===== src/rtl/mps_pkg.sv =====
// Shared definitions for the MPS precharge/contactor sequencer: state encoding,
// first-fault codes and contactor bit positions.
package mps_pkg;

  typedef enum logic [2:0] {
    ST_IDLE       = 3'd0,
    ST_PRECHG     = 3'd1,
    ST_MAIN_CLOSE = 3'd2,
    ST_READY      = 3'd3,
    ST_DISCHG     = 3'd4,
    ST_FAULT      = 3'd5
  } state_e;

  localparam logic [3:0] FC_NONE    = 4'd0;
  localparam logic [3:0] FC_PRE_TO  = 4'd1;
  localparam logic [3:0] FC_MC_TO   = 4'd2;
  localparam logic [3:0] FC_MC_LOST = 4'd3;
  localparam logic [3:0] FC_DIS_TO  = 4'd4;
  localparam logic [3:0] FC_INTL    = 4'd5;

  localparam int MC_PRE  = 0;
  localparam int MC_MAIN = 1;
  localparam int MC_DIS  = 2;

  // Contactor drive pattern {dis, main, pre} for each state.
  function automatic logic [2:0] mc_decode(state_e s);
    logic [2:0] mc;
    mc = 3'b000;
    case (s)
      ST_PRECHG:     mc[MC_PRE] = 1'b1;
      ST_MAIN_CLOSE: begin
        mc[MC_PRE]  = 1'b1;
        mc[MC_MAIN] = 1'b1;
      end
      ST_READY:      mc[MC_MAIN] = 1'b1;
      ST_DISCHG,
      ST_FAULT:      mc[MC_DIS] = 1'b1;
      default:       mc = 3'b000;
    endcase
    return mc;
  endfunction

endpackage


===== src/rtl/mps_precharge_seq_if.sv =====
// Request/threshold/feedback inputs and contactor/status outputs of the
// precharge sequencer, grouped as one bundle.
interface mps_precharge_seq_if #(
  parameter int P_DW = 32,
  parameter int P_TW = 32
);
  logic            i_on_req;
  logic            i_off_req;
  logic            i_intl;
  logic            i_fault_clr;
  logic [P_DW-1:0] i_dc_v;
  logic [2:0]      i_mc_fb;
  logic [P_DW-1:0] i_pre_th;
  logic [P_DW-1:0] i_dis_th;
  logic [P_TW-1:0] i_pre_to;
  logic [P_TW-1:0] i_mc_to;
  logic [P_TW-1:0] i_dis_to;
  logic [2:0]      o_mc;
  logic            o_ready;
  logic            o_fault;
  logic [3:0]      o_fail_code;
  logic [2:0]      o_state;

  modport master (
    output i_on_req, i_off_req, i_intl, i_fault_clr, i_dc_v, i_mc_fb,
           i_pre_th, i_dis_th, i_pre_to, i_mc_to, i_dis_to,
    input  o_mc, o_ready, o_fault, o_fail_code, o_state
  );

  modport slave (
    input  i_on_req, i_off_req, i_intl, i_fault_clr, i_dc_v, i_mc_fb,
           i_pre_th, i_dis_th, i_pre_to, i_mc_to, i_dis_to,
    output o_mc, o_ready, o_fault, o_fail_code, o_state
  );
endinterface


===== src/rtl/mps_seq_timer.sv =====
// Per-state timer: cleared on state entry, saturating up-count, and a hit flag
// when the count equals a non-zero timeout setting.
module mps_seq_timer #(
  parameter int P_TW = 32
) (
  input  logic            i_clk,
  input  logic            i_rst,
  input  logic            i_clr,
  input  logic [P_TW-1:0] i_cfg,
  output logic            o_hit
);

  logic [P_TW-1:0] cnt_q;
  logic [P_TW-1:0] cnt_d;

  always_comb begin
    cnt_d = cnt_q;
    if (i_clr) begin
      cnt_d = '0;
    end else if (cnt_q != '1) begin
      cnt_d = cnt_q + 1'b1;
    end
  end

  always_ff @(posedge i_clk or negedge i_rst) begin
    if (!i_rst) begin
      cnt_q <= '0;
    end else begin
      cnt_q <= cnt_d;
    end
  end

  // A zero setting disables the timeout entirely.
  assign o_hit = (i_cfg != '0) && (cnt_q == i_cfg);

endmodule


===== src/rtl/mps_precharge_seq.sv =====
// DC-link precharge and contactor sequencer: steps precharge/main/discharge
// contactors in order, checks feedback and timeouts, latches a first-fault code.
module mps_precharge_seq
  import mps_pkg::*;
#(
  parameter int P_DW = 32,
  parameter int P_TW = 32
) (
  input logic                 i_clk,
  input logic                 i_rst,
  mps_precharge_seq_if.slave  bus
);

  state_e          state_q, state_d;
  logic [3:0]      fail_q, fail_d;
  logic [P_DW-1:0] dc_v;
  logic [P_TW-1:0] tmr_cfg;
  logic            tmr_hit;
  logic            pre_ok;
  logic            dis_ok;

  logic [2:0] mc_q, mc_d;
  logic       ready_q, ready_d;
  logic       fault_q, fault_d;
  logic [3:0] code_q, code_d;
  logic [2:0] st_q, st_d;

  assign dc_v   = bus.i_dc_v;
  assign pre_ok = (dc_v >= bus.i_pre_th);
  assign dis_ok = (dc_v <  bus.i_dis_th);

  // One timer shared by all timed states; its limit follows the current state.
  always_comb begin
    tmr_cfg = '0;
    case (state_q)
      ST_PRECHG:     tmr_cfg = bus.i_pre_to;
      ST_MAIN_CLOSE: tmr_cfg = bus.i_mc_to;
      ST_DISCHG:     tmr_cfg = bus.i_dis_to;
      default:       tmr_cfg = '0;
    endcase
  end

  mps_seq_timer #(.P_TW(P_TW)) u_timer (
    .i_clk (i_clk),
    .i_rst (i_rst),
    .i_clr (state_d != state_q),
    .i_cfg (tmr_cfg),
    .o_hit (tmr_hit)
  );

  always_ff @(posedge i_clk or negedge i_rst) begin
    if (!i_rst) begin
      state_q <= ST_IDLE;
      fail_q  <= FC_NONE;
    end else begin
      state_q <= state_d;
      fail_q  <= fail_d;
    end
  end

  // Branch order encodes priority: interlock, then timeout/feedback loss, then off, then progress.
  always_comb begin
    state_d = state_q;
    fail_d  = fail_q;
    case (state_q)
      ST_IDLE: begin
        if (bus.i_on_req && !bus.i_intl && !bus.i_off_req) state_d = ST_PRECHG;
      end
      ST_PRECHG: begin
        if (bus.i_intl) begin
          state_d = ST_FAULT; fail_d = FC_INTL;
        end else if (tmr_hit) begin
          state_d = ST_FAULT; fail_d = FC_PRE_TO;
        end else if (bus.i_off_req) begin
          state_d = ST_DISCHG;
        end else if (pre_ok) begin
          state_d = ST_MAIN_CLOSE;
        end
      end
      ST_MAIN_CLOSE: begin
        if (bus.i_intl) begin
          state_d = ST_FAULT; fail_d = FC_INTL;
        end else if (tmr_hit) begin
          state_d = ST_FAULT; fail_d = FC_MC_TO;
        end else if (bus.i_off_req) begin
          state_d = ST_DISCHG;
        end else if (bus.i_mc_fb[MC_MAIN]) begin
          state_d = ST_READY;
        end
      end
      ST_READY: begin
        if (bus.i_intl) begin
          state_d = ST_FAULT; fail_d = FC_INTL;
        end else if (!bus.i_mc_fb[MC_MAIN]) begin
          state_d = ST_FAULT; fail_d = FC_MC_LOST;
        end else if (bus.i_off_req) begin
          state_d = ST_DISCHG;
        end
      end
      ST_DISCHG: begin
        if (bus.i_intl) begin
          state_d = ST_FAULT; fail_d = FC_INTL;
        end else if (tmr_hit) begin
          state_d = ST_FAULT; fail_d = FC_DIS_TO;
        end else if (dis_ok) begin
          state_d = ST_IDLE;
        end
      end
      ST_FAULT: begin
        if (bus.i_fault_clr && !bus.i_intl && dis_ok) begin
          state_d = ST_IDLE; fail_d = FC_NONE;
        end
      end
      default: begin
        state_d = ST_IDLE; fail_d = FC_NONE;
      end
    endcase
  end

  always_comb begin
    mc_d    = mc_decode(state_q);
    ready_d = (state_q == ST_READY);
    fault_d = (state_q == ST_FAULT);
    code_d  = fail_q;
    st_d    = state_q;
  end

  always_ff @(posedge i_clk or negedge i_rst) begin
    if (!i_rst) begin
      mc_q    <= 3'b000;
      ready_q <= 1'b0;
      fault_q <= 1'b0;
      code_q  <= FC_NONE;
      st_q    <= ST_IDLE;
    end else begin
      mc_q    <= mc_d;
      ready_q <= ready_d;
      fault_q <= fault_d;
      code_q  <= code_d;
      st_q    <= st_d;
    end
  end

  assign bus.o_mc        = mc_q;
  assign bus.o_ready     = ready_q;
  assign bus.o_fault     = fault_q;
  assign bus.o_fail_code = code_q;
  assign bus.o_state     = st_q;

endmodule


===== src/flat_wrapper.sv =====
// flat-port wrapper written by rule: the top's interface ports become plain ports
module mps_precharge_seq_flat import mps_pkg::*;
#(
  parameter int P_DW = 32,
  parameter int P_TW = 32
)
  (i_clk, i_rst, bus_i_on_req, bus_i_off_req, bus_i_intl, bus_i_fault_clr, bus_i_dc_v, bus_i_mc_fb, bus_i_pre_th, bus_i_dis_th, bus_i_pre_to, bus_i_mc_to, bus_i_dis_to, bus_o_mc, bus_o_ready, bus_o_fault, bus_o_fail_code, bus_o_state);
  mps_precharge_seq_if #(.P_DW(P_DW), .P_TW(P_TW)) bus_i ();
  input logic i_clk;
  input logic i_rst;
  input wire logic [$bits(bus_i.i_on_req)-1:0] bus_i_on_req;
  input wire logic [$bits(bus_i.i_off_req)-1:0] bus_i_off_req;
  input wire logic [$bits(bus_i.i_intl)-1:0] bus_i_intl;
  input wire logic [$bits(bus_i.i_fault_clr)-1:0] bus_i_fault_clr;
  input wire logic [$bits(bus_i.i_dc_v)-1:0] bus_i_dc_v;
  input wire logic [$bits(bus_i.i_mc_fb)-1:0] bus_i_mc_fb;
  input wire logic [$bits(bus_i.i_pre_th)-1:0] bus_i_pre_th;
  input wire logic [$bits(bus_i.i_dis_th)-1:0] bus_i_dis_th;
  input wire logic [$bits(bus_i.i_pre_to)-1:0] bus_i_pre_to;
  input wire logic [$bits(bus_i.i_mc_to)-1:0] bus_i_mc_to;
  input wire logic [$bits(bus_i.i_dis_to)-1:0] bus_i_dis_to;
  output wire logic [$bits(bus_i.o_mc)-1:0] bus_o_mc;
  output wire logic [$bits(bus_i.o_ready)-1:0] bus_o_ready;
  output wire logic [$bits(bus_i.o_fault)-1:0] bus_o_fault;
  output wire logic [$bits(bus_i.o_fail_code)-1:0] bus_o_fail_code;
  output wire logic [$bits(bus_i.o_state)-1:0] bus_o_state;
  assign bus_i.i_on_req = bus_i_on_req;
  assign bus_i.i_off_req = bus_i_off_req;
  assign bus_i.i_intl = bus_i_intl;
  assign bus_i.i_fault_clr = bus_i_fault_clr;
  assign bus_i.i_dc_v = bus_i_dc_v;
  assign bus_i.i_mc_fb = bus_i_mc_fb;
  assign bus_i.i_pre_th = bus_i_pre_th;
  assign bus_i.i_dis_th = bus_i_dis_th;
  assign bus_i.i_pre_to = bus_i_pre_to;
  assign bus_i.i_mc_to = bus_i_mc_to;
  assign bus_i.i_dis_to = bus_i_dis_to;
  assign bus_o_mc = bus_i.o_mc;
  assign bus_o_ready = bus_i.o_ready;
  assign bus_o_fault = bus_i.o_fault;
  assign bus_o_fail_code = bus_i.o_fail_code;
  assign bus_o_state = bus_i.o_state;
  mps_precharge_seq #(.P_DW(P_DW), .P_TW(P_TW)) u_core (.i_clk(i_clk), .i_rst(i_rst), .bus(bus_i));
endmodule

===== config.mk =====
export PLATFORM = sky130hd
export DESIGN_NAME = mps_precharge_seq_flat
export DESIGN_NICKNAME = d
export VERILOG_FILES = /design/src/rtl/mps_pkg.sv /design/src/rtl/mps_precharge_seq_if.sv /design/src/rtl/mps_seq_timer.sv /design/src/rtl/mps_precharge_seq.sv /design/src/flat_wrapper.sv
export SDC_FILE = /design/constraint.sdc
export NUM_CORES = 1
export LEC_CHECK = 0
export CORE_ASPECT_RATIO = 1.75
export CORE_MARGIN = 2
export CORE_UTILIZATION = 53
export CTS_BUF_LIST = sky130_fd_sc_hd__clkbuf_8
export CTS_CLUSTER_DIAMETER = 80
export CTS_CLUSTER_SIZE = 28
export DETAILED_ROUTE_END_ITERATION = 8
export GPL_ROUTABILITY_DRIVEN = 0
export PLACE_DENSITY = 0.9
export SLEW_MARGIN = 5
export SYNTH_ARGS = -nofsm -noshare
export SYNTH_HDL_FRONTEND = slang
export SYNTH_SLANG_ARGS = --single-unit

===== constraint.sdc =====
create_clock -name i_clk -period 7.1 [get_ports i_clk]
set_input_delay 0.71 -clock i_clk [delete_from_list [all_inputs] [get_ports i_clk]]
set_output_delay 0.71 -clock i_clk [all_outputs]
set_load 0.02 [all_outputs]

==> results of run 1 <==
[registers in the layout, summed over array words and instances, names as in the netlist]
register	flops
u_core.bus.o_fail_code	3
u_core.bus.o_fault	1
u_core.bus.o_mc	3
u_core.bus.o_ready	1
u_core.bus.o_state	3
u_core.code_d	3
u_core.st_d	3
u_core.u_timer.cnt_q	32
[area by class of cell]
class                      count  area [µm²]
antenna                        1       2.502
clock buffer                   6       82.58
clock inverter                 2       37.54
fill                         916        3333
inverter                      91       341.6
multi-input combinational    527        4688
sequential                    49        1230
tap                          165       206.4
timing repair buffer         217        2147
[layout by cell type, fill, tap and decap left out, drive strengths merged, types with 8 or more instances in the layout]
cell | synthesis | layout
a2111oi | 32 | 32
a21oi | 33 | 33
a221oi | 18 | 18
and2 | 20 | 20
and4 | 13 | 13
and4bb | 8 | 8
buf | 29 | 9
clkdlybuf4s50 | 0 | 208
dfrtp | 49 | 49
ha | 64 | 64
inv | 90 | 91
nand2 | 35 | 35
nand3 | 16 | 16
nand4 | 29 | 29
nor2 | 31 | 31
nor3 | 22 | 22
nor4bb | 56 | 56
o21ai | 14 | 14
o31ai | 17 | 17
or4 | 20 | 20
xnor2 | 30 | 30
xor2 | 17 | 17
[layer usage]
metal | wire length [µm] | share of wire | track usage
met4 | 1314 | 0.066 | 0.1909
met2 | 10180 | 0.51 | 0.5239
met5 | 0 | 0 | 0
met3 | 1432 | 0.072 | 0.05722
met1 | 6847 | 0.35 | 0.2983
[worst max-delay path by stage]
stage                                      endpoint  slack (ps)  cells past startpoint
2_1_floorplan  u_core.u_timer.cnt_q[10]$_DFFE_PN0P_        3900                      9
3_3_place_gp    u_core.u_timer.cnt_q[1]$_DFFE_PN0P_        2490                     12
3_5_place_dp    u_core.u_timer.cnt_q[2]$_DFFE_PN0P_        2410                     12
4_1_cts         u_core.u_timer.cnt_q[2]$_DFFE_PN0P_        2400                     10
5_1_grt         u_core.u_timer.cnt_q[2]$_DFFE_PN0P_        2080                     10
6_report        u_core.u_timer.cnt_q[2]$_DFFE_PN0P_        2390                     10
[metrics by stage]
stage / cells / instance area [µm²]
floorplan: 710 / 6569
global placement: 1049 / 8613
detailed placement: 1049 / 8613
CTS: 1057 / 8733
global route: 1057 / 8733
finish: 1058 / 8736
[power by group through the flow]
| stage | Clock, mW | Combinational [mW] | Sequential [mW] |
|---|---|---|---|
| after floorplan | 0 | 1.07 | 0.367 |
| after global placement | 0 | 1.32 | 0.379 |
| after detailed placement | 0 | 1.35 | 0.382 |
| after CTS | 0.218 | 1.35 | 0.376 |
| after global routing | 0.227 | 1.45 | 0.385 |
| final | 0.217 | 1.36 | 0.379 |
[kinds of logic (layout without fill, tap and decap cells)]
kind of cell	Yosys count	in the layout	synth area share
xor gates and xnor gates	47	47	0.06267
AOI/OAI and AO/OA	141	141	0.2421
buffers and inverters	134	316	0.1030
adders and majority gates	64	64	0.1219
DFF	49	49	0.1867
and+or+nand+nor	269	269	0.2743
muxes	5	5	0.008761
other	1	2	0.0005709
==> summary.txt, run 1 <==
Clocking
  • CTS Buffer Depth: 2
  • Depth of the CTS H-tree: 2
  • CTS tree: built
  • Worst skew pair latency: 320 ps
  • CTS sink cnt: 49
  • CTS buffer count: 5
  • Hold buffer count at cts: 0
  • Clock Tree Root: clkbuf_8
  • Worst-path clk slew: 100 ps
  • Cts repair resizes: 0
  • Setup repair bufs after CTS: 0

Logic synthesis
  • FFs w/ async S/R, synth: 1.000
  • Largest area contributor in the synthesized netlist: dfrtp_1
  • EDFF count, synth: 0
  • Mean Syn Cell Area: 9.252 µm²
  • Sequential area share after synthesis: 0.1867
  • Synth cell count leaders: inv_1, ha_1, nor4bb_1, dfrtp_1, nand2_1
  • Yosys reg bits: 49
  • Yosys top cell area share: 0.1867
  • Largest cells by area after synthesis: dfrtp_1, a2111oi_4, ha_1, nor4bb_1, inv_1
  • Top_reg_cell synth: dfrtp_1
  • Cells after Synth: 710
  • Count leader, synth: inv_1
  • Synthesized Nets: 975
  • Synth warnings: 0
  • Mapped cell area: 6569 µm²
  • Count of cell types in the netlist: 54

Flow run
  • Max-Cap Viols: 0

Route
  • Antenna Nets Post-Route: 0
  • TritonRoute pass-1 iters: 5
  • Final WL: 19770 µm
  • Avg WL per Cell: 18.69 µm
  • Via Count: 6448
  • Drt initial violations: 419
  • Vias per inst: 6.095
  • # DRC: 0

Setup path
  • Worst Setup SP: u_core.st_d[2]$_DFF_PN0_
  • Critical Path Fanout Max: 66
  • Critical Path Start Type: register
  • Critical Path AT: 4870 ps
  • R2R Path End: u_core.u_timer.cnt_q[2]$_DFFE_PN0P_
  • RR Startpoint: u_core.st_d[2]$_DFF_PN0_
  • Crit. End Element: register
  • Reg2reg setup slack: 2390 ps
  • CP max-delay cell: dfrtp_2
  • Depth of the worst register-to-register path: 10
  • CP delay by family, top: simple AND/OR/NAND/NOR gates
  • Worst endpoint required time: 7260 ps
  • Worst path cell trace: buf_4 -> nor4bb_1 -> or4_1 -> nand4_1 -> or4_1 -> a211oi_1 -> nand2_1 -> o2111ai_4 -> buf_4 -> a2111oi_4
  • Bufs and invs on worst path: 2
  • Critical Path Max Stage Delay: 700 ps
  • Critical path type: register to register

Hold path
  • Hold endpoint: u_core.bus.o_fail_code[0]$_DFF_PN0_
  • Worst hold start: u_core.code_d[0]$_DFFE_PN0P_
  • Hold Crit Class: register to register
  • Hold Path Cell Cnt: 0

Timing
  • Final min period: 4710 ps
  • Final Hold Violating Endpoints: 0
  • # setup viols final: 0
  • Fin. max-slew vios: 0
  • Clock Skews: 10.58 ps
  • F_max: 212.3 MHz
  • Slew at the pin closest to its max-slew limit: 1156 ps
  • Final hold slack: 385.1 ps
  • Worst slew margin: 0.2291
  • Setup TNS: 0 ps
  • Setup slack after layout: 2390 ps
  • Period utilization: 0.6634
  • RSZ-0062 raised after global routing: no

Die
  • Io pins: 213
  • Die H: 151.3 µm
  • Starting Density: 0.5443
  • Width of the die: 88.16 µm
  • FP Rows: 53
  • Core ar.: 12070 µm²
  • Die ar.: 13340 µm²

Pwr
  • Net Sw Frac: 0.5280
  • Comb power frac: 0.695
  • Seq pwr share: 0.194
  • Cell Pwr Density: 223.9 nW/µm²
  • Power Total: 1.956 mW
  • NetSw: 1.033 mW
  • Internal power: 0.9231 mW
  • Leakage: 3.393 nW
  • Worst VDD drop: 0.2378 mV
  • Clock share of power: 0.111

Global route
  • GRT Overall Usage: 0.2915
  • Largest net degree at the start of global routing: 67
  • Antenna violations before repair: 0
  • Grt ovf: 0
  • Via count of the first global-routing pass: 6522
  • First-pass GRT wire length: 30660 µm

Placed design
  • Hpwl dp: 15580 µm
  • Placement Setup Slack: 2409 ps
  • Number of I/O port buffers: 209

Finish
  • Layout cell share with drive strength beyond 1: 0.07287
  • Area growth syn-to-layout: 32.99%
  • Final core utilization: 0.7238
  • Final nets: 1156

Status
  • Status: completed
Note: power is estimated with default switching activity, not from simulation.
==> run 2, diff against run 1 <==
- CORE_UTILIZATION: 53 -> 44
- PLACE_DENSITY: 0.9 -> 0.8
- clock period: 7.1 -> 4 ns (I/O delays scaled with it)
==> summary.txt, run 2 (synthesized netlist as in run 1, its figures left out) <==
Timing
  • Fin. max-slew vios: 0 (unchanged)
  • F_max: 262.7 MHz (+24%)
  • Worst slew margin: 0.4119 (+0.1828)
  • Slew at the pin closest to its max-slew limit: 882.1 ps (-273.7 ps)
  • # setup viols final: 0 (unchanged)
  • Final min period: 3807 ps (-903.6 ps)
  • Period utilization: 0.9516 (+0.2882)
  • Clock Skews: 3.417 ps (-7.166 ps)
  • Setup TNS: 0 ps (unchanged)
  • RSZ-0062 raised after global routing: no
  • Final Hold Violating Endpoints: 0 (unchanged)

Finish
  • Final nets: 1176 (+1.7%)
  • Top reg by flops: u_core.u_timer.cnt_q
  • Area growth syn-to-layout: 37.12%
  • Final Instance Area: 9007 µm² (+3.1%)
  • Number of flip-flops under the largest register name: 32 (unchanged)
  • # fillers: 1258 (+37%)
  • Layout cell share with drive strength beyond 1: 0.09320 (+0.02033)
  • Commonest non-fill, non-tap cells in the layout: clkdlybuf4s50_1, inv_1, ha_1, nor4bb_1, dfrtp_1
  • Commonest non-fill, non-tap cell in the layout: clkdlybuf4s50_1

Placed design
  • Dpl cell area: 8886 µm² (+3.2%)
  • Number of I/O port buffers: 209 (unchanged)
  • Hpwl dp: 16180 µm (+3.9%)

Global route
  • Most used routing layer: met2
  • Grt ovf: 0 (unchanged)
  • Met1 usage: 0.2528 (-0.04554)
  • Largest net degree at the start of global routing: 68 (+1.5%)
  • First-pass GRT wire length: 31100 µm (+1.4%)
  • Met2 Use GR: 0.4535 (-0.07036)
  • Via count of the first global-routing pass: 6461 (-0.94%)
  • Antenna violations before repair: 2 (+2)
  • Met3 Resource Use GR: 0.04411 (-0.01311)
  • GRT Overall Usage: 0.2472 (-0.04430)

Die
  • Width of the die: 96.36 µm (+9.3%)
  • Starting Density: 0.4449 (-0.09935)
  • Io pins: 213 (unchanged)
  • Die H: 165.6 µm (+9.5%)
  • Die ar.: 15960 µm² (+20%)
  • FP Rows: 59 (+11%)
  • Core ar.: 14760 µm² (+22%)

Setup path
  • Critical Path Fanout Max: 66 (unchanged)
  • Critical path type: register to register
  • CP max-delay cell: nor4bb_1
  • Critical Path Max Stage Delay: 570 ps (-130 ps)
  • Depth of the worst register-to-register path: 10 (unchanged)
  • Critical Path AT: 4020 ps (-850 ps)
  • Worst endpoint required time: 4220 ps (-3040 ps)
  • Critical Path Start Type: register
  • Reg2reg setup slack: 190 ps (-2200 ps)
  • R2R Path End: u_core.u_timer.cnt_q[6]$_DFFE_PN0P_
  • Crit. End Element: register
  • Worst path cell trace: buf_12 -> nor4bb_1 -> or4_1 -> nand4_1 -> or4_1 -> a211oi_1 -> a21o_1 -> mux2_4 -> buf_12 -> a2111oi_4
  • RR Startpoint: u_core.st_d[0]$_DFF_PN0_

Clocking
  • CTS Buffer Depth: 2 (unchanged)
  • Depth of the CTS H-tree: 2 (unchanged)
  • Worst skew pair latency: 320 ps (about the same)
  • Worst-path clk slew: 100 ps (about the same)
  • CTS tree: built
  • CTS buffer count: 5 (unchanged)
  • Setup repair bufs after CTS: 0 (unchanged)
  • CTS sink cnt: 49 (unchanged)
  • Clock Tree Root: clkbuf_8
  • Cts repair resizes: 0 (unchanged)
  • Hold buffer count at cts: 0 (unchanged)

Route
  • Avg WL per Cell: 18.31 µm (-2.0%)
  • # DRC: 0 (unchanged)
  • Final WL: 20080 µm (+1.6%)
  • TritonRoute pass-1 iters: 4 (-1)
  • Via Count: 6347 (-1.6%)
  • Drt initial violations: 218 (-48%)
  • Vias per inst: 5.786 (-5.1%)
  • Antenna Nets Post-Route: 0 (unchanged)

Pwr
  • Worst VDD drop: 0.3228 mV (+36%)
  • Cell Pwr Density: 414.1 nW/µm² (+85%)
  • Leakage: 3.523 nW (+3.8%)

Hold path
  • Hold Crit Class: input port to asynchronous set/reset pin

Status
  • Status: completed

Flow run
  • Max-Cap Viols: 0 (unchanged)
run 2: cell types whose count changed in the layout (fill, tap and decap cells not counted):
cell / delta
buf_4: +12
inv_6: +2
clkbuf_8: -1
diode_2: +1
clkinvlp_4: -1
buf_12: +8
run 2: worst max path at each step:
stage               cells after the start  slack, ps                              endpoint                startpoint
floorplan                              11        870  u_core.u_timer.cnt_q[10]$_DFFE_PN0P_  u_core.st_d[2]$_DFF_PN0_
global placement                       10        120   u_core.u_timer.cnt_q[9]$_DFFE_PN0P_           bus_i_mc_to[29]
detailed placement                     10         30   u_core.u_timer.cnt_q[8]$_DFFE_PN0P_           bus_i_mc_to[29]
CTS                                    10        210  u_core.u_timer.cnt_q[30]$_DFFE_PN0P_  u_core.st_d[0]$_DFF_PN0_
global route                           10         20  u_core.u_timer.cnt_q[24]$_DFFE_PN0P_  u_core.st_d[2]$_DFF_PN0_
finish                                 10        190   u_core.u_timer.cnt_q[6]$_DFFE_PN0P_  u_core.st_d[0]$_DFF_PN0_
run 2: routing by layer:
metal  up-vias  wire length [µm]
met5         -                 0
met4         0              1129
met3        60              1294
met2       233             10760
met1      2965              6903
li1       3089                 -
run 2: worst max-delay path, delay by kind of cell, from the launching register on:
kind / cells / cell delay, ps
AO/OA/AOI/OAI: 3 / 1090
buffers and inverters: 2 / 390
flip-flops: 1 / 440
multiplexers: 1 / 340
AND/OR/NAND/NOR: 4 / 1380
run 2: stage by stage:
stage               power (mW)  cells  utilization  hold slack, ps  setup WS [ps]
CTS                      3.733   1095       0.6097           197.7          209.9
global route             3.951   1097       0.6101           243.4          21.75
detailed placement       3.351   1087       0.6019           359.9          30.31
floorplan                2.558    710            -           104.4          867.4
global placement         3.309   1087       0.6019           359.2          121.3
finish                   3.730   1097       0.6101           180.4          193.5
run 2: area by class of cell:
cell class	count	area [µm²]	area share
multi-input combinational	527	4688	0.5205
timing repair buffer	237	2397	0.2661
sequential	49	1230	0.1365
inverter	91	341.6	0.03792
tap	183	229.0	0.02542
clock buffer	5	68.82	0.007640
clock inverter	3	47.55	0.005279
antenna	2	5.005	0.0005556
run 2: where the power goes:
group | total (mW) | internal, mW | switching, mW
Combinational | 2.74 | 1.10 | 1.64
Sequential | 0.609 | 0.565 | 0.0435
Clock | 0.377 | 0.191 | 0.186
